==> src/rtl/br_generator.sv <==
// br_generator: baud-rate strobe generator for the UART.
// Divides the system clock into a one-cycle oversample strobe (o_tick) and
// a one-cycle bit strobe (o_bit_tick) on every OVERSAMPLE-th o_tick. The
// divisor starts at DEFAULT_DIV and may be replaced at run time.
module br_generator #(
   parameter int CLK_FREQ    = 50_000_000,
   parameter int BAUD_RATE   = 19200,
   parameter int OVERSAMPLE  = 16,
   parameter int DIV_W       = 16,
   parameter int DEFAULT_DIV = (CLK_FREQ + BAUD_RATE * OVERSAMPLE / 2) / (BAUD_RATE * OVERSAMPLE)
) (
   input  logic             i_clock,
   input  logic             i_reset,
   input  logic             i_enable,
   input  logic             i_div_load,
   input  logic [DIV_W-1:0] i_divisor,
   output logic             o_tick,
   output logic             o_bit_tick,
   output logic [DIV_W-1:0] o_divisor
);

   localparam int OS_W = (OVERSAMPLE > 1) ? $clog2(OVERSAMPLE) : 1;
   localparam logic [OS_W-1:0]  OS_LAST = OS_W'(OVERSAMPLE - 1);
   localparam logic [DIV_W-1:0] DIV_RST = DIV_W'(DEFAULT_DIV);

   // Parameter sanity: a zero or oversized reset divisor, or no oversampling,
   // cannot produce a meaningful strobe.
   if (OVERSAMPLE < 1) begin : g_bad_oversample
      $error("br_generator: OVERSAMPLE must be at least 1");
   end
   if (DEFAULT_DIV == 0) begin : g_bad_div_zero
      $error("br_generator: DEFAULT_DIV must be non-zero");
   end
   if ((longint'(DEFAULT_DIV) >> DIV_W) != 0) begin : g_bad_div_wide
      $error("br_generator: DEFAULT_DIV does not fit in DIV_W bits");
   end

   logic [DIV_W-1:0] tick_cnt;
   logic [OS_W-1:0]  os_cnt;
   logic [DIV_W-1:0] div_last;
   logic [DIV_W-1:0] div_next;

   // Terminal count of the tick counter and the clamped load value (0 -> 1).
   always_comb begin
      div_last = o_divisor - DIV_W'(1);
      div_next = (i_divisor == '0) ? DIV_W'(1) : i_divisor;
   end

   // Divisor register, both counters and the registered strobes. A load wins
   // over counting and restarts the period from zero; enable low freezes the
   // counters and silences the strobes.
   always_ff @(posedge i_clock or posedge i_reset) begin
      if (i_reset) begin
         tick_cnt   <= '0;
         os_cnt     <= '0;
         o_tick     <= 1'b0;
         o_bit_tick <= 1'b0;
         o_divisor  <= DIV_RST;
      end else if (i_div_load) begin
         tick_cnt   <= '0;
         os_cnt     <= '0;
         o_tick     <= 1'b0;
         o_bit_tick <= 1'b0;
         o_divisor  <= div_next;
      end else if (i_enable) begin
         if (tick_cnt == div_last) begin
            tick_cnt <= '0;
            o_tick   <= 1'b1;
            if (os_cnt == OS_LAST) begin
               os_cnt     <= '0;
               o_bit_tick <= 1'b1;
            end else begin
               os_cnt     <= os_cnt + OS_W'(1);
               o_bit_tick <= 1'b0;
            end
         end else begin
            tick_cnt   <= tick_cnt + DIV_W'(1);
            o_tick     <= 1'b0;
            o_bit_tick <= 1'b0;
         end
      end else begin
         o_tick     <= 1'b0;
         o_bit_tick <= 1'b0;
      end
   end

endmodule

==> config.mk <==
export PLATFORM = sky130hd
export DESIGN_NAME = br_generator
export DESIGN_NICKNAME = d
export VERILOG_FILES = /design/src/rtl/br_generator.sv
export SDC_FILE = /design/constraint.sdc
export NUM_CORES = 1
export LEC_CHECK = 0
export CAP_MARGIN = 20
export CORE_MARGIN = 2
export CORE_UTILIZATION = 30
export CTS_BUF_LIST = sky130_fd_sc_hd__clkbuf_4
export CTS_CLUSTER_DIAMETER = 120
export DETAILED_ROUTE_END_ITERATION = 8
export PLACE_DENSITY = 0.53
export SYNTH_ARGS = -nofsm -noshare
export SYNTH_HDL_FRONTEND = slang
export SYNTH_SLANG_ARGS = --single-unit
==> constraint.sdc <==
create_clock -name i_clock -period 4.1 [get_ports i_clock]
set_input_delay 0.615 -clock i_clock [delete_from_list [all_inputs] [get_ports i_clock]]
set_output_delay 0.615 -clock i_clock [all_outputs]
set_load 0.01 [all_outputs]
==> metrics.txt, run 1 <==
# TYPE chip_impl_metric gauge
chip_impl_metric{name="ctsLongestPathBuffers",unit=""} 2
chip_impl_metric{name="num_antenna_cells",unit=""} 0
chip_impl_info{name="min_path_type",value="in2async"} 1
chip_impl_metric{name="post_synth_inst_count",unit=""} 233
chip_impl_metric{name="skew_final",unit="ns"} 0.01921
chip_impl_metric{name="area_growth_syn_to_layout",unit="%"} 23.06
chip_impl_metric{name="total_switching_power",unit="uW"} 235.4
chip_impl_metric{name="drt-total-wl",unit="mm"} 5.627
chip_impl_metric{name="die_width",unit="um"} 92.29
chip_impl_metric{name="max_cap_violations",unit=""} 0
chip_impl_info{name="tritoncts_clock_tree",value="yes"} 1
chip_impl_metric{name="cts-buffers-inserted",unit=""} 5
chip_impl_metric{name="initial_utilization",unit="%"} 30.58
chip_impl_metric{name="yosysUniqueCellTypes",unit=""} 56
chip_impl_metric{name="gp_congestion",unit=""} 0.7674
chip_impl_metric{name="grt_usage",unit="%"} 14.01
chip_impl_metric{name="layout.cells.non_filler",unit=""} 372
chip_impl_metric{name="number_of_enable_flip_flop_cells_after_synthesis",unit=""} 0
chip_impl_metric{name="cts.sinks",unit=""} 38
chip_impl_metric{name="layout-drive-gt1-share",unit="%"} 15.93
chip_impl_metric{name="globalRoute.totalOverflow",unit=""} 0
chip_impl_metric{name="leakage",unit="uW"} 0.001131
chip_impl_metric{name="peakVddDrop",unit="uV"} 93.55
chip_impl_metric{name="nets",unit=""} 292
chip_impl_metric{name="p_per_area",unit="mW/mm^2"} 277.6
chip_impl_metric{name="grt_pass1_wl",unit="mm"} 9.439
chip_impl_metric{name="dieHeight",unit="um"} 92.29
chip_impl_metric{name="io-pin-count",unit=""} 38
chip_impl_metric{name="detail_route.drc_violations",unit=""} 0
chip_impl_info{name="outcome",value="finished, final reports clean"} 1
chip_impl_metric{name="first_drt_pass_iteration_count",unit=""} 4
chip_impl_metric{name="cts-hold-fix-buffers",unit=""} 0
chip_impl_metric{name="grt_antenna_before_repair",unit=""} 0
chip_impl_info{name="grt_setup_unrepaired",value="no"} 1
chip_impl_metric{name="ys_ff_latch",unit=""} 38
chip_impl_metric{name="timing.critical_path.fanout_max",unit=""} 12
chip_impl_metric{name="setup_violations",unit=""} 0
chip_impl_metric{name="timing.final.max_slew_violations",unit=""} 0
chip_impl_metric{name="p_sw_share",unit="%"} 29.46
chip_impl_metric{name="coreArea",unit="mm^2"} 0.007647
chip_impl_metric{name="timing.max_slew.rel_slack",unit="%"} 59.32
chip_impl_metric{name="synth_largest_type_area_fraction",unit="%"} 36.38
chip_impl_metric{name="cp_slowest_stage_delay",unit="ns"} 0.64
chip_impl_metric{name="dr.first_iter.drc_count",unit=""} 55
chip_impl_metric{name="syn_avg_cell_area",unit="um^2"} 10.04
chip_impl_metric{name="p_int",unit="uW"} 563.5
chip_impl_metric{name="via_per_inst",unit=""} 5.008
chip_impl_metric{name="timing.critical_path.arrival",unit="ns"} 3.14
chip_impl_metric{name="ys_seq_area_share",unit="%"} 40.88
chip_impl_info{name="cts.root.buffer_cell",value="sky130_fd_sc_hd__clkbuf_4"} 1
chip_impl_info{name="critical-path-slowest-cell",value="sky130_fd_sc_hd__dfstp_2"} 1
chip_impl_metric{name="worst_slew_pin_slew",unit="ns"} 0.6051
chip_impl_metric{name="vias_after_detailed_routing",unit=""} 1863
chip_impl_metric{name="combPwrFrac",unit="%"} 20.4
chip_impl_info{name="cp-start-kind",value="flip-flop"} 1
chip_impl_metric{name="pin_count_of_the_biggest_net_entering_global_routing",unit=""} 28
chip_impl_metric{name="timing_hold_violations_final",unit=""} 0
chip_impl_metric{name="tns",unit="ns"} 0
chip_impl_info{name="worst_setup_path_end_kind",value="flip-flop"} 1
chip_impl_metric{name="die_area",unit="mm^2"} 0.008517
chip_impl_metric{name="asyncSetResetFlopFracSynth",unit="%"} 100.0
chip_impl_metric{name="power.share.sequential",unit="%"} 54.0
chip_impl_info{name="timing.critical_path.cells",value="inv_1 > ha_1 > and2_1 > o21ai_0 > a31oi_1 > a2111oi_2 > nand4_2 > or2b_1 > nor2_1"} 1
chip_impl_metric{name="synth.net_count",unit=""} 256
chip_impl_metric{name="mappedNetlistArea",unit="mm^2"} 0.002338
chip_impl_info{name="synthDominantAreaCellType",value="sky130_fd_sc_hd__dfrtp_1"} 1
chip_impl_info{name="top_cells_by_area_synth",value="sky130_fd_sc_hd__dfrtp_1 36%, sky130_fd_sc_hd__xor2_1 7.1%, sky130_fd_sc_hd__mux2_2 6.7%, sky130_fd_sc_hd__dfstp_2 4.5%, sky130_fd_sc_hd__xnor2_1 4.1%"} 1
chip_impl_metric{name="worstSkewPairLatency",unit="ns"} 0.34
chip_impl_metric{name="period_needed",unit="ns"} 2.935
chip_impl_metric{name="clockPowerShare",unit="%"} 25.6
chip_impl_metric{name="post_cts.resized_instances",unit=""} 0
chip_impl_info{name="yosys.cell_count.top_type",value="sky130_fd_sc_hd__dfrtp_1"} 1
chip_impl_metric{name="dp.final_hpwl",unit="mm"} 4.150
chip_impl_metric{name="final_core_util",unit="%"} 37.63
chip_impl_metric{name="worstPathRequired",unit="ns"} 4.31
chip_impl_metric{name="clkSlewWorstSetupHoldPaths",unit="ns"} 0.12
chip_impl_metric{name="fp-row-count",unit=""} 32
chip_impl_metric{name="ctsHtreeMaxLevel",unit=""} 2
chip_impl_info{name="postSynth.topFlopCell",value="sky130_fd_sc_hd__dfrtp_1"} 1
chip_impl_metric{name="reg2reg_setup_slack",unit="ns"} 1.16
chip_impl_metric{name="drt.antenna.violating_nets",unit=""} 0
chip_impl_metric{name="place.port_buffers",unit=""} 37
chip_impl_metric{name="fmaxAchievable",unit="GHz"} 0.3407
chip_impl_metric{name="yosysWarnings",unit=""} 0
chip_impl_info{name="ys_top_cells_by_count",value="34 x sky130_fd_sc_hd__dfrtp_1, 23 x sky130_fd_sc_hd__nor2_1, 19 x sky130_fd_sc_hd__xor2_1"} 1
chip_impl_metric{name="detail_route.wl_per_cell",unit="um"} 15.13
chip_impl_info{name="ws_path_type",value="reg2reg"} 1
chip_impl_metric{name="cts_setup_buffers",unit=""} 0
chip_impl_metric{name="timing.final.crit_share",unit="%"} 71.59
chip_impl_metric{name="grt_pass1_vias",unit=""} 1842
chip_impl_metric{name="placedCellCount",unit=""} 363
[layer usage]
layer,global-route usage [%],vias up,wire length (um)
li1,-,925,-
met1,19.98,896,2794
met2,21.08,35,2518
met3,2.685,7,220
met4,5.224,0,94
met5,0,-,0
[per-stage QoR]
step / setup WS (ns) / total power (uW) / instance area [um^2] / hold slack, ns
CTS: 1.138 / 809.1 / 2850 / 0.5658
global placement: 1.190 / 600.8 / 2794 / 0.5365
finish: 1.165 / 798.9 / 2878 / 0.5015
floorplan: 1.450 / 526.9 / 2338 / 0.5234
global route: 0.8870 / 847.0 / 2878 / 0.5140
detailed placement: 1.191 / 601.4 / 2794 / 0.5467
[layout by cell type (no fill, tap or decap), types with 2 or more instances in the layout]
cell type / instances
sky130_fd_sc_hd__a31oi_1: 5
sky130_fd_sc_hd__nand3_1: 7
sky130_fd_sc_hd__nand2b_1: 3
sky130_fd_sc_hd__nor4_1: 7
sky130_fd_sc_hd__and3_1: 5
sky130_fd_sc_hd__nand4_2: 2
sky130_fd_sc_hd__mux2_2: 14
sky130_fd_sc_hd__buf_4: 2
sky130_fd_sc_hd__clkbuf_4: 7
sky130_fd_sc_hd__nor2_1: 23
sky130_fd_sc_hd__or4_1: 4
sky130_fd_sc_hd__o31ai_1: 2
sky130_fd_sc_hd__nor3_1: 3
sky130_fd_sc_hd__a21oi_1: 6
sky130_fd_sc_hd__o21ai_0: 6
sky130_fd_sc_hd__clkdlybuf4s50_1: 37
sky130_fd_sc_hd__xnor2_1: 11
sky130_fd_sc_hd__dfrtp_1: 34
sky130_fd_sc_hd__a21o_1: 3
sky130_fd_sc_hd__a2111oi_2: 2
sky130_fd_sc_hd__nand4_1: 5
sky130_fd_sc_hd__nor2b_1: 2
sky130_fd_sc_hd__inv_1: 7
sky130_fd_sc_hd__dfstp_2: 4
sky130_fd_sc_hd__xor2_1: 19
sky130_fd_sc_hd__ha_1: 3
sky130_fd_sc_hd__and2_1: 2
sky130_fd_sc_hd__nand2_1: 14
sky130_fd_sc_hd__a32o_1: 3
[worst max-delay path: cells and delay by family (launching register included)]
| kind | cells | cell delay (ns) |
|---|---|---|
| AND/OR/NAND/NOR | 4 | 1.05 |
| adder cells (fa/ha/maj) | 1 | 0.26 |
| AO/OA/AOI/OAI | 3 | 0.79 |
| flip-flops | 1 | 0.64 |
| buffers and inverters | 1 | 0.06 |
[worst paths after layout]
kind / from / end / cells past startpoint
worst max-delay path: o_divisor[0]$_DFFE_PP1P_ / tick_cnt[12]$_DFFE_PP0P_ / 9
worst min-delay path: i_reset / os_cnt[1]$_DFFE_PP0P_ / 2
worst max register to register: o_divisor[0]$_DFFE_PP1P_ / tick_cnt[12]$_DFFE_PP0P_ / 9
worst min register to register: o_divisor[1]$_DFFE_PP1P_ / o_divisor[1]$_DFFE_PP1P_ / 2
max in group asynchronous: i_reset / o_divisor[7]$_DFFE_PP1P_ / 3
min in group i_clock: o_divisor[1]$_DFFE_PP1P_ / o_divisor[1]$_DFFE_PP1P_ / 2
[final cells by class]
cell class	count	area, um^2
fill	790	4770
timing repair buffer	40	412.9
sequential	38	955.9
clock inverter	1	3.754
multi-input combinational	177	1299
tap	102	127.6
clock buffer	7	52.55
inverter	7	26.28
[flip-flops by register name (all words and copies together) (netlist names)]
signal	cells
o_bit_tick	1
o_divisor	16
o_tick	1
os_cnt	4
tick_cnt	16
[cells by family (layout without fill, tap and decap cells)]
group	Yosys count	after routing	share of synthesized area (%)
mux	15	15	7.170
buf+inv	18	55	3.585
flops	38	38	40.88
simple gates	90	90	22.26
compound gates	39	39	13.27
fa+ha+maj	3	3	1.605
xor+xnor	30	30	11.24
[power by group through the flow]
stage / Sequential [uW] / Combinational, uW / Clock [uW]
global placement: 440 / 161 / 0
global route: 438 / 180 / 229
floorplan: 430 / 97.0 / 0
finish: 432 / 163 / 204
CTS: 433 / 162 / 214
detailed placement: 440 / 162 / 0
(Power assumes the default switching activity.)
==> run 2: changes to the inputs <==
--- a/config.mk
+++ b/config.mk
@@ -11,7 +11,7 @@
 export CTS_BUF_LIST = sky130_fd_sc_hd__clkbuf_4
 export CTS_CLUSTER_DIAMETER = 120
 export DETAILED_ROUTE_END_ITERATION = 8
-export PLACE_DENSITY = 0.53
+export PLACE_DENSITY = 0.55
 export SYNTH_ARGS = -nofsm -noshare
 export SYNTH_HDL_FRONTEND = slang
 export SYNTH_SLANG_ARGS = --single-unit
==> constraint.sdc (replaced) <==
create_clock -name i_clock -period 2.4 [get_ports i_clock]
set_input_delay 0.36 -clock i_clock [delete_from_list [all_inputs] [get_ports i_clock]]
set_output_delay 0.36 -clock i_clock [all_outputs]
set_load 0.01 [all_outputs]
==> metrics.txt, run 2 (synthesized netlist as in run 1, its figures left out) <==
# TYPE chip_impl_metric gauge
chip_impl_info{name="outcome",value="complete, but fails checks"} 1
chip_impl_info{name="violated_checks",value="setup timing"} 1
chip_impl_metric{name="timing.critical_path.arrival",unit="ns"} 2.85
chip_impl_metric{name="fp-row-count",unit=""} 32
chip_impl_metric{name="globalRoute.totalOverflow",unit=""} 0
chip_impl_metric{name="timing.final.max_slew_violations",unit=""} 0
chip_impl_metric{name="timing.final.crit_share",unit="%"} 107.3
chip_impl_metric{name="grt_usage",unit="%"} 15.58
chip_impl_metric{name="ctsHtreeMaxLevel",unit=""} 2
chip_impl_metric{name="worstPathRequired",unit="ns"} 2.68
chip_impl_info{name="grt_setup_unrepaired",value="yes"} 1
chip_impl_metric{name="io-pin-count",unit=""} 38
chip_impl_metric{name="area_growth_syn_to_layout",unit="%"} 45.48
chip_impl_metric{name="timing.critical_path.fanout_max",unit=""} 5
chip_impl_metric{name="initial_utilization",unit="%"} 30.58
chip_impl_metric{name="cts-buffers-inserted",unit=""} 5
chip_impl_metric{name="vias_after_detailed_routing",unit=""} 2062
chip_impl_metric{name="grt_antenna_before_repair",unit=""} 0
chip_impl_info{name="tritoncts_clock_tree",value="yes"} 1
chip_impl_info{name="most_frequent_cells_in_the_layout",value="39 x sky130_fd_sc_hd__buf_4, 37 x sky130_fd_sc_hd__clkdlybuf4s50_1, 33 x sky130_fd_sc_hd__dfrtp_1"} 1
chip_impl_metric{name="tns",unit="ns"} -1.249
chip_impl_info{name="min_path_type",value="in2async"} 1
chip_impl_info{name="mostFrequentLayoutCell",value="sky130_fd_sc_hd__buf_4"} 1
chip_impl_metric{name="preCtsSetupSlack",unit="ns"} -0.2734
chip_impl_metric{name="ctsLongestPathBuffers",unit=""} 2
chip_impl_info{name="top_regs",value="o_divisor x16, tick_cnt x16, os_cnt x4"} 1
chip_impl_info{name="ws_path_type",value="reg2reg"} 1
chip_impl_metric{name="layout-drive-gt1-share",unit="%"} 32.59
chip_impl_metric{name="num_antenna_cells",unit=""} 0
chip_impl_metric{name="first_drt_pass_iteration_count",unit=""} 4
chip_impl_metric{name="place.port_buffers",unit=""} 37
chip_impl_metric{name="peakVddDrop",unit="uV"} 201.5
chip_impl_metric{name="via_per_inst",unit=""} 4.969
chip_impl_metric{name="dp.final_hpwl",unit="mm"} 4.639
chip_impl_metric{name="die_width",unit="um"} 92.29
chip_impl_metric{name="timing_hold_violations_final",unit=""} 0
chip_impl_metric{name="nets",unit=""} 335
chip_impl_metric{name="setup_violations",unit=""} 21
chip_impl_metric{name="grt_pass1_vias",unit=""} 2134
chip_impl_metric{name="max_cap_violations",unit=""} 0
chip_impl_metric{name="detail_route.wl_per_cell",unit="um"} 14.88
chip_impl_metric{name="grt_pass1_wl",unit="mm"} 10.49
chip_impl_info{name="worst_setup_path_end_kind",value="flip-flop"} 1
chip_impl_metric{name="p_per_area",unit="mW/mm^2"} 493.5
chip_impl_metric{name="clkSlewWorstSetupHoldPaths",unit="ns"} 0.13
chip_impl_metric{name="cts.sinks",unit=""} 38
chip_impl_metric{name="dr.first_iter.drc_count",unit=""} 100
chip_impl_metric{name="worst_slew_pin_slew",unit="ns"} 0.7519
chip_impl_metric{name="detail_route.drc_violations",unit=""} 0
chip_impl_metric{name="pin_count_of_the_biggest_net_entering_global_routing",unit=""} 39
chip_impl_metric{name="leakage",unit="uW"} 0.001387
chip_impl_metric{name="skew_final",unit="ns"} 0.01384
chip_impl_info{name="cts.root.buffer_cell",value="sky130_fd_sc_hd__clkbuf_4"} 1
chip_impl_metric{name="drt.antenna.violating_nets",unit=""} 0
chip_impl_metric{name="gp_congestion",unit=""} 0.8320
chip_impl_metric{name="period_needed",unit="ns"} 2.575
chip_impl_metric{name="fmaxAchievable",unit="GHz"} 0.3884
chip_impl_metric{name="timing.max_slew.rel_slack",unit="%"} 49.72
chip_impl_metric{name="drt-total-wl",unit="mm"} 6.175
chip_impl_metric{name="ff2ff_path_depth",unit=""} 7
chip_impl_metric{name="dieHeight",unit="um"} 92.29
chip_impl_metric{name="die_area",unit="mm^2"} 0.008517
chip_impl_metric{name="post-route-worst-setup-slack",unit="ns"} -0.1749
chip_impl_metric{name="fillerInstances",unit=""} 757
chip_impl_metric{name="p_total",unit="uW"} 1679
chip_impl_metric{name="coreArea",unit="mm^2"} 0.007647
chip_impl_metric{name="worstSkewPairLatency",unit="ns"} 0.36
chip_impl_info{name="cp-start-kind",value="flip-flop"} 1
run 2: cell types whose count changed in the layout (fill, tap and decap cells not counted), moves of 3 or more:
cell and change:
sky130_fd_sc_hd__buf_6 +5, sky130_fd_sc_hd__or4_4 +3, sky130_fd_sc_hd__buf_4 +37, sky130_fd_sc_hd__or4_1 -3
run 2: critical path: stages, from the launching register on:
cell and delay, ns:
sky130_fd_sc_hd__dfrtp_1 0.42, sky130_fd_sc_hd__or4_4 0.57, sky130_fd_sc_hd__or3_1 0.36, sky130_fd_sc_hd__a21o_1 0.19, sky130_fd_sc_hd__a22oi_4 0.25, sky130_fd_sc_hd__nand4_4 0.16
sky130_fd_sc_hd__or4_4 0.44, sky130_fd_sc_hd__a21oi_2 0.12
run 2: cell type report:
| class | instances | area (um^2) | share of cell area [%] |
|---|---|---|---|
| flip-flops and latches | 38 | 957.2 | 28.14 |
| repair buffers | 83 | 759.5 | 22.32 |
| clock buffers | 5 | 37.54 | 1.103 |
| inverters | 7 | 26.28 | 0.7723 |
| multi-input cells | 177 | 1430 | 42.04 |
| well taps | 102 | 127.6 | 3.751 |
| clock inverters | 3 | 63.81 | 1.876 |
run 2: path summary, 6_finish.rpt:
check	to	startpoint	slack (ns)
max	os_cnt[3]$_DFFE_PP0P_	o_divisor[3]$_DFFE_PP0P_	-0.17
min	tick_cnt[11]$_DFFE_PP0P_	i_reset	0.42
max reg2reg	os_cnt[3]$_DFFE_PP0P_	o_divisor[3]$_DFFE_PP0P_	-0.17
min reg2reg	o_divisor[15]$_DFFE_PP0P_	o_divisor[15]$_DFFE_PP0P_	0.58
max in group asynchronous	o_divisor[2]$_DFFE_PP0P_	i_reset	1.61
min in group i_clock	o_divisor[1]$_DFFE_PP1P_	i_divisor[1]	0.58
run 2: stage by stage:
| stage | hold slack [ns] | area, um^2 | utilization [%] | instances |
|---|---|---|---|---|
| 2_1_floorplan | 0.4744 | 2394 | - | 233 |
| 3_3_place_gp | 0.4908 | 3138 | 41.03 | 399 |
| 3_5_place_dp | 0.5028 | 3138 | 41.03 | 399 |
| 4_1_cts | 0.4274 | 3348 | 43.78 | 414 |
| 5_1_grt | 0.5009 | 3402 | 44.49 | 415 |
| 6_report | 0.4168 | 3402 | 44.49 | 415 |
run 2: repair_timing:
action,4_1_cts,5_1_grt
buffers inserted,7,2
pin swaps,7,12
resized for setup,15,12
gates cloned,0,0
setup endpoints to repair,22,22
hold buffers,0,0
run 2: report_power, final:
group          total [uW]  internal [uW]  switching (uW)
Sequential            714            675            38.7
Clock                 546            321             225
Combinational         419            230             190
Total                1680           1230             453
run 2: per-layer routing:
| metal | part of all wire, % | track usage (%) |
|---|---|---|
| met5 | 0 | 0 |
| met1 | 47 | 20.34 |
| met4 | 1.8 | 5.100 |
| met2 | 48 | 26.04 |
| met3 | 2.4 | 3.011 |
==> run 3: changes to the inputs <==
==> constraint.sdc (replaced) <==
create_clock -name i_clock -period 2.4 [get_ports i_clock]
set_input_delay 0.36 -clock i_clock [delete_from_list [all_inputs] [get_ports i_clock]]
set_output_delay 0.36 -clock i_clock [all_outputs]
set_load 0.005 [all_outputs]
==> metrics.txt, run 3 (synthesized netlist as in run 1, its figures left out) <==
# TYPE chip_impl_metric gauge
chip_impl_info{name="most_frequent_cells_in_the_layout",value="43 x sky130_fd_sc_hd__buf_4, 37 x sky130_fd_sc_hd__clkdlybuf4s50_1, 33 x sky130_fd_sc_hd__dfrtp_1"} 1
chip_impl_metric{name="placedCellCount",unit=""} 408
chip_impl_metric{name="dp.final_hpwl",unit="mm"} 4.572
chip_impl_metric{name="num_antenna_cells",unit=""} 0
chip_impl_metric{name="combPwrFrac",unit="%"} 28.8
chip_impl_metric{name="worst-path-buf-inv",unit=""} 3
chip_impl_metric{name="worstSkewPairLatency",unit="ns"} 0.35
chip_impl_metric{name="die_area",unit="mm^2"} 0.008517
chip_impl_metric{name="timing.critical_path.fanout_max",unit=""} 6
chip_impl_metric{name="layout-drive-gt1-share",unit="%"} 35.85
chip_impl_metric{name="reg2reg_setup_slack",unit="ns"} -0.20
chip_impl_info{name="violated_checks",value="setup timing"} 1
chip_impl_metric{name="first_drt_pass_iteration_count",unit=""} 4
chip_impl_info{name="critical_path.most_common_cell",value="sky130_fd_sc_hd__buf_4"} 1
chip_impl_metric{name="post-route-worst-setup-slack",unit="ns"} -0.1972
chip_impl_metric{name="gp_congestion",unit=""} 0.8015
chip_impl_info{name="top_regs",value="o_divisor x16, tick_cnt x16, os_cnt x4"} 1
chip_impl_metric{name="peakVddDrop",unit="uV"} 166.5
chip_impl_metric{name="p_sw_share",unit="%"} 29.61
chip_impl_metric{name="coreArea",unit="mm^2"} 0.007647
chip_impl_metric{name="timing.max_slew.rel_slack",unit="%"} 60.98
chip_impl_info{name="worst_setup_path_end_kind",value="flip-flop"} 1
chip_impl_metric{name="grt_usage",unit="%"} 15.03
chip_impl_metric{name="grt_pass1_vias",unit=""} 2093
chip_impl_info{name="min_path_type",value="in2async"} 1
chip_impl_metric{name="detail_route.wl_per_cell",unit="um"} 14.25
chip_impl_metric{name="fmaxAchievable",unit="GHz"} 0.3850
chip_impl_info{name="cts.root.buffer_cell",value="sky130_fd_sc_hd__clkbuf_4"} 1
chip_impl_metric{name="ctsHtreeMaxLevel",unit=""} 2
chip_impl_info{name="critPathTopFamily",value="simple AND/OR/NAND/NOR gates"} 1
chip_impl_metric{name="cp_slowest_stage_delay",unit="ns"} 0.43
chip_impl_metric{name="timing_hold_violations_final",unit=""} 0
chip_impl_info{name="r2r_end",value="os_cnt[3]$_DFFE_PP0P_"} 1
chip_impl_metric{name="via_per_inst",unit=""} 4.907
chip_impl_metric{name="worst_slew_pin_slew",unit="ns"} 0.5835
chip_impl_info{name="outcome",value="complete, but fails checks"} 1
chip_impl_info{name="critical-path-slowest-cell",value="sky130_fd_sc_hd__dfrtp_1"} 1
chip_impl_metric{name="io-pin-count",unit=""} 38
chip_impl_metric{name="timing.final.max_slew_violations",unit=""} 0
chip_impl_metric{name="detail_route.drc_violations",unit=""} 0
chip_impl_metric{name="pin_count_of_the_biggest_net_entering_global_routing",unit=""} 39
chip_impl_info{name="cp-start-kind",value="flip-flop"} 1
chip_impl_info{name="ws_path_type",value="reg2reg"} 1
chip_impl_metric{name="leakage",unit="uW"} 0.001387
chip_impl_metric{name="max_cap_violations",unit=""} 0
chip_impl_metric{name="setup_violations",unit=""} 18
chip_impl_metric{name="tns",unit="ns"} -1.884
chip_impl_metric{name="clkSlewWorstSetupHoldPaths",unit="ns"} 0.12
chip_impl_info{name="worst_r2r_startpoint",value="o_divisor[4]$_DFFE_PP0P_"} 1
chip_impl_metric{name="dieHeight",unit="um"} 92.29
chip_impl_metric{name="cts.sinks",unit=""} 38
chip_impl_metric{name="die_width",unit="um"} 92.29
chip_impl_metric{name="total_switching_power",unit="uW"} 435.2
chip_impl_metric{name="grt_pass1_wl",unit="mm"} 10.19
chip_impl_metric{name="worstPathRequired",unit="ns"} 2.66
chip_impl_metric{name="p_per_area",unit="mW/mm^2"} 428.8
chip_impl_metric{name="dr.first_iter.drc_count",unit=""} 77
chip_impl_metric{name="timing.critical_path.arrival",unit="ns"} 2.85
chip_impl_metric{name="fp-row-count",unit=""} 32
chip_impl_metric{name="period_needed",unit="ns"} 2.597
chip_impl_metric{name="ctsLongestPathBuffers",unit=""} 2
chip_impl_metric{name="vias_after_detailed_routing",unit=""} 2061
chip_impl_metric{name="cts-buffers-inserted",unit=""} 5
chip_impl_metric{name="drt-total-wl",unit="mm"} 5.984
chip_impl_info{name="grt_setup_unrepaired",value="yes"} 1
chip_impl_metric{name="layout.cells.non_filler",unit=""} 420
chip_impl_info{name="tritoncts_clock_tree",value="yes"} 1
chip_impl_metric{name="initial_utilization",unit="%"} 30.58
chip_impl_metric{name="clockPowerShare",unit="%"} 22.9
chip_impl_info{name="mostFrequentLayoutCell",value="sky130_fd_sc_hd__buf_4"} 1
chip_impl_metric{name="power.share.sequential",unit="%"} 48.3
chip_impl_metric{name="nets",unit=""} 340
chip_impl_metric{name="skew_final",unit="ns"} 0.01839
chip_impl_metric{name="ff2ff_path_depth",unit=""} 10
chip_impl_info{name="timing.critical_path.cells",value="buf_6 > nor4_4 > buf_4 > nand4_1 > xnor2_2 > a2111oi_4 > buf_4 > nand4_4 > or4_1 > a21oi_1"} 1
chip_impl_metric{name="cts-hold-fix-buffers",unit=""} 0
chip_impl_metric{name="timing.final.crit_share",unit="%"} 108.2
chip_impl_metric{name="globalRoute.totalOverflow",unit=""} 0
chip_impl_metric{name="drt.antenna.violating_nets",unit=""} 0
chip_impl_metric{name="area_growth_syn_to_layout",unit="%"} 46.55
chip_impl_metric{name="place.port_buffers",unit=""} 37
chip_impl_metric{name="grt_antenna_before_repair",unit=""} 0
chip_impl_metric{name="p_int",unit="uW"} 1034
run 3: area by class of cell:
class	count	area [um^2]
clock buffer	6	45.04
clock inverter	2	8.758
fill	742	4220
inverter	7	26.28
multi-input combinational	177	1466
sequential	38	957.2
tap	102	127.6
timing repair buffer	88	795.8
run 3: how the worst max path moves through the flow:
stage / start / depth (start not counted) / slack (ns) / end
4_1_cts: o_divisor[4]$_DFFE_PP0P_ / 10 / -0.19 / os_cnt[3]$_DFFE_PP0P_
3_3_place_gp: o_divisor[1]$_DFFE_PP1P_ / 10 / -0.18 / os_cnt[3]$_DFFE_PP0P_
5_1_grt: o_divisor[4]$_DFFE_PP0P_ / 10 / -0.33 / os_cnt[3]$_DFFE_PP0P_
2_1_floorplan: o_divisor[3]$_DFFE_PP0P_ / 8 / -0.17 / os_cnt[3]$_DFFE_PP0P_
3_5_place_dp: o_divisor[1]$_DFFE_PP1P_ / 9 / -0.21 / os_cnt[3]$_DFFE_PP0P_
6_report: o_divisor[4]$_DFFE_PP0P_ / 10 / -0.20 / os_cnt[3]$_DFFE_PP0P_
run 3: stage by stage:
| stage | total power, uW | util, % | hold slack, ns | cell area (um^2) | setup WS (ns) |
|---|---|---|---|---|---|
| CTS | 1489 | 43.95 | 0.4362 | 3361 | -0.1936 |
| finish | 1470 | 44.81 | 0.4170 | 3427 | -0.1972 |
| floorplan | 904.8 | - | 0.4744 | 2396 | -0.1697 |
| global placement | 1112 | 41.79 | 0.5016 | 3196 | -0.1792 |
| global route | 1556 | 44.81 | 0.4895 | 3427 | -0.3276 |
| detailed placement | 1114 | 41.79 | 0.5006 | 3196 | -0.2131 |
run 3: worst reg2reg max path, delay by kind of cell (launching register included):
family,cells,cell delay [ns]
xor+xnor,1,0.20
simple gates,4,0.93
buf+inv,3,0.50
flops,1,0.43
compound gates,2,0.45
run 3: power groups by stage:
stage	Sequential, uW	Combinational [uW]	Clock [uW]
5_1_grt	715	460	380
3_5_place_dp	720	394	0
3_3_place_gp	720	392	0
6_report	710	423	337
4_1_cts	711	423	356
2_1_floorplan	724	181	0
run 3: repair_timing:
| item | 4_1_cts | 5_1_grt |
|---|---|---|
| setup buffers | 3 | 2 |
| pin swaps | 10 | 5 |
| resized for setup | 23 | 17 |
| endpoints found under the setup margin | 22 | 22 |
run 3: routing by layer:
layer	vias up	GRT usage, %	wire, um
met5	-	0	0
met4	0	4.104	78
met3	5	2.929	181
met2	27	24.08	2828
met1	1015	20.80	2896
li1	1014	-	-
==> RTL change, RTL diff (config.mk and constraints of run 2) <==
Make the reset (`i_reset`) synchronous in one clocked block.
--- a/src/rtl/br_generator.sv
+++ b/src/rtl/br_generator.sv
@@ -49,7 +49,7 @@
    // Divisor register, both counters and the registered strobes. A load wins
    // over counting and restarts the period from zero; enable low freezes the
    // counters and silences the strobes.
-   always_ff @(posedge i_clock or posedge i_reset) begin
+   always_ff @(posedge i_clock) begin
       if (i_reset) begin
          tick_cnt   <= '0;
          os_cnt     <= '0;
Behaviour: differs if i_reset is asserted again (counterexample within 4 cycles, from zero or initial values and one cycle with i_reset high); with i_reset held inactive, the same outputs for 10 cycles.
==> RTL change against run 2 <==
The run still ends with setup timing left; clock power shrank 18%; wire length fell by 4.9%; combinational power shrank 31%; cell area is 8.2% lower; die area down 5.8%; sequential share of layout area fell by 3.6 points; sequential cell count did not move; sequential power is 7.0% lower; maximum frequency grew 1.8%; synthesized area decreased by 6.0%; setup slack improved by 0.047 ns; total power fell by 17%; cell count is 3.1% higher; critical path type unchanged; largest cell class unchanged; largest power group unchanged; highest routed layer unchanged.
==> RTL change: results (changes against run 2) <==
- Synth top cells by count: 38 x dfxtp_1, 24 x nor2_1, 23 x nor3_1 (was 34 x dfrtp_1, 23 x nor2_1, 19 x xor2_1)
- Setup Skew: 0.0133 ns (was 0.0138 ns)
- Adder-cell share of the synthesized area: 0.0171 (was 0.0161)
- Mapped Cells: 256 (was 233)
- Post-route met1 wirelength: 2.97 mm (was 2.92 mm)
- Maximum number of pins on one net before global-route repair: 21 (was 39)
- Worst vdd ir: 0.000224 V (was 0.000202 V)
- Gr usage total: 0.153 (was 0.156)
- Top flip-flop cell by instance count after synthesis: dfxtp_1 (was dfrtp_1)
- Critical Path AT: 2.77 ns (was 2.85 ns)
- Hold crit path type: register to register (was primary input to asynchronous set/reset pin)
- Fraction of layout cells with a size suffix above 1: 0.234 (was 0.326)
- Final Setup Violations: 21 (unchanged)
- Average wire length per cell after detail routing: 13.7 um (was 14.9 um)
- Drt first-iter violations: 67 (was 100)
- Number of nets produced by synthesis: 279 (was 256)
- Final worst hold slack: 0.497 ns (was 0.417 ns)
- Summed negative setup slack over all endpoints: -1.87 ns (was -1.25 ns)
- Via Count: 2067 (was 2062)
- Wire length on met2: 2.69 mm (was 2.99 mm)
- Count of cell types in the netlist: 49 (was 56)
- First-pass GRT wire length: 9.44 mm (was 10.5 mm)
- Routability congestion estimate: 0.857 (was 0.832)
- Proportion of synthesized area in mux cells: 0.0871 (was 0.0717)
- Met3 usage in global routing: 0.0293 (was 0.0301)
- Number of global-route vias before repair: 1922 (was 2134)
- Actual slew at the worst max-slew pin: 0.464 ns (was 0.752 ns)
- Placed cells: 418 (was 399)
- Parity-gate share of the synthesized area counting xor and xnor cells: 0.128 (was 0.112)
- Final Net Count: 351 (was 335)
- Proportion of power drawn by flip-flops and latches: 0.475 (was 0.425)
- Setup fix buffers added after clock tree synthesis: 0 (was 7)
- Grt met1 use: 0.215 (was 0.203)
- CP endpoint: os_cnt[0] (was os_cnt[3])
- Area after detailed placement: 2950 sq um (was 3140 sq um)
- Outcome: complete, but fails checks (unchanged)
- Minimum setup slack after placement: -0.243 ns (was -0.273 ns)
- Sw frac: 0.270 (about the same)
- Share of flip-flops with an asynchronous set or reset after synthesis: 0 (was 1.00)
- Slack of the critical path: -0.128 ns (was -0.175 ns)
- Cell types occupying the most area after synthesis: dfxtp_1 35%, mux2i_1 8.2%, xor2_1 6.8% (was dfrtp_1 36%, xor2_1 7.1%, mux2_2 6.7%)
- Violations in the final reports: setup timing (unchanged)
- Fraction of met2 tracks used by global routing: 0.238 (was 0.260)
- Sequential-cell power consumption: 664 uW (was 714 uW)
- Static Leak: 0.00120 uW (was 0.00139 uW)
- DR WL met3: 122 um (was 148 um)
- Vias/cell: 4.83 (was 4.97)
- Complex-gate fraction of the synthesized area: 0.0820 (was 0.133)
- Hpwl dp: 4.59 mm (was 4.64 mm)
- Worst-case reg-to-reg path depth: 6 (was 7)
RTL change: changes by cell type after synthesis, moves of 3 or more:
| cell | change |
|---|---|
| or3_1 | +6 |
| and3_1 | -3 |
| dfrtp_1 | -34 |
| nor3_1 | +20 |
| dfxtp_1 | +38 |
| a21oi_1 | -4 |
| a32o_1 | -3 |
| mux2_2 | -13 |
| nand2_1 | +3 |
| mux2i_1 | +17 |
| nand2b_1 | -3 |
| nand3_1 | +5 |
| dfstp_2 | -4 |
| xnor2_1 | +4 |
RTL change: worst max-delay path, cell delays in order (launching register included):
cell	delay, ns
dfxtp_1	0.33
or4_4	0.57
or4_4	0.57
a22oi_2	0.18
nand4_2	0.12
or4_4	0.49
mux2i_1	0.15
RTL change: final cells by class:
cell class / instances / area [sq um]
Inverter: 5 / 18.8
Sequential cell: 38 / 764
Timing Repair Buffer: 78 / 686
Clock buffer: 5 / 37.5
Multi-Input combinational cell: 200 / 1450
Tap cell: 99 / 124
Fill cell: 723 / 4050
Clock inverter: 3 / 45.0
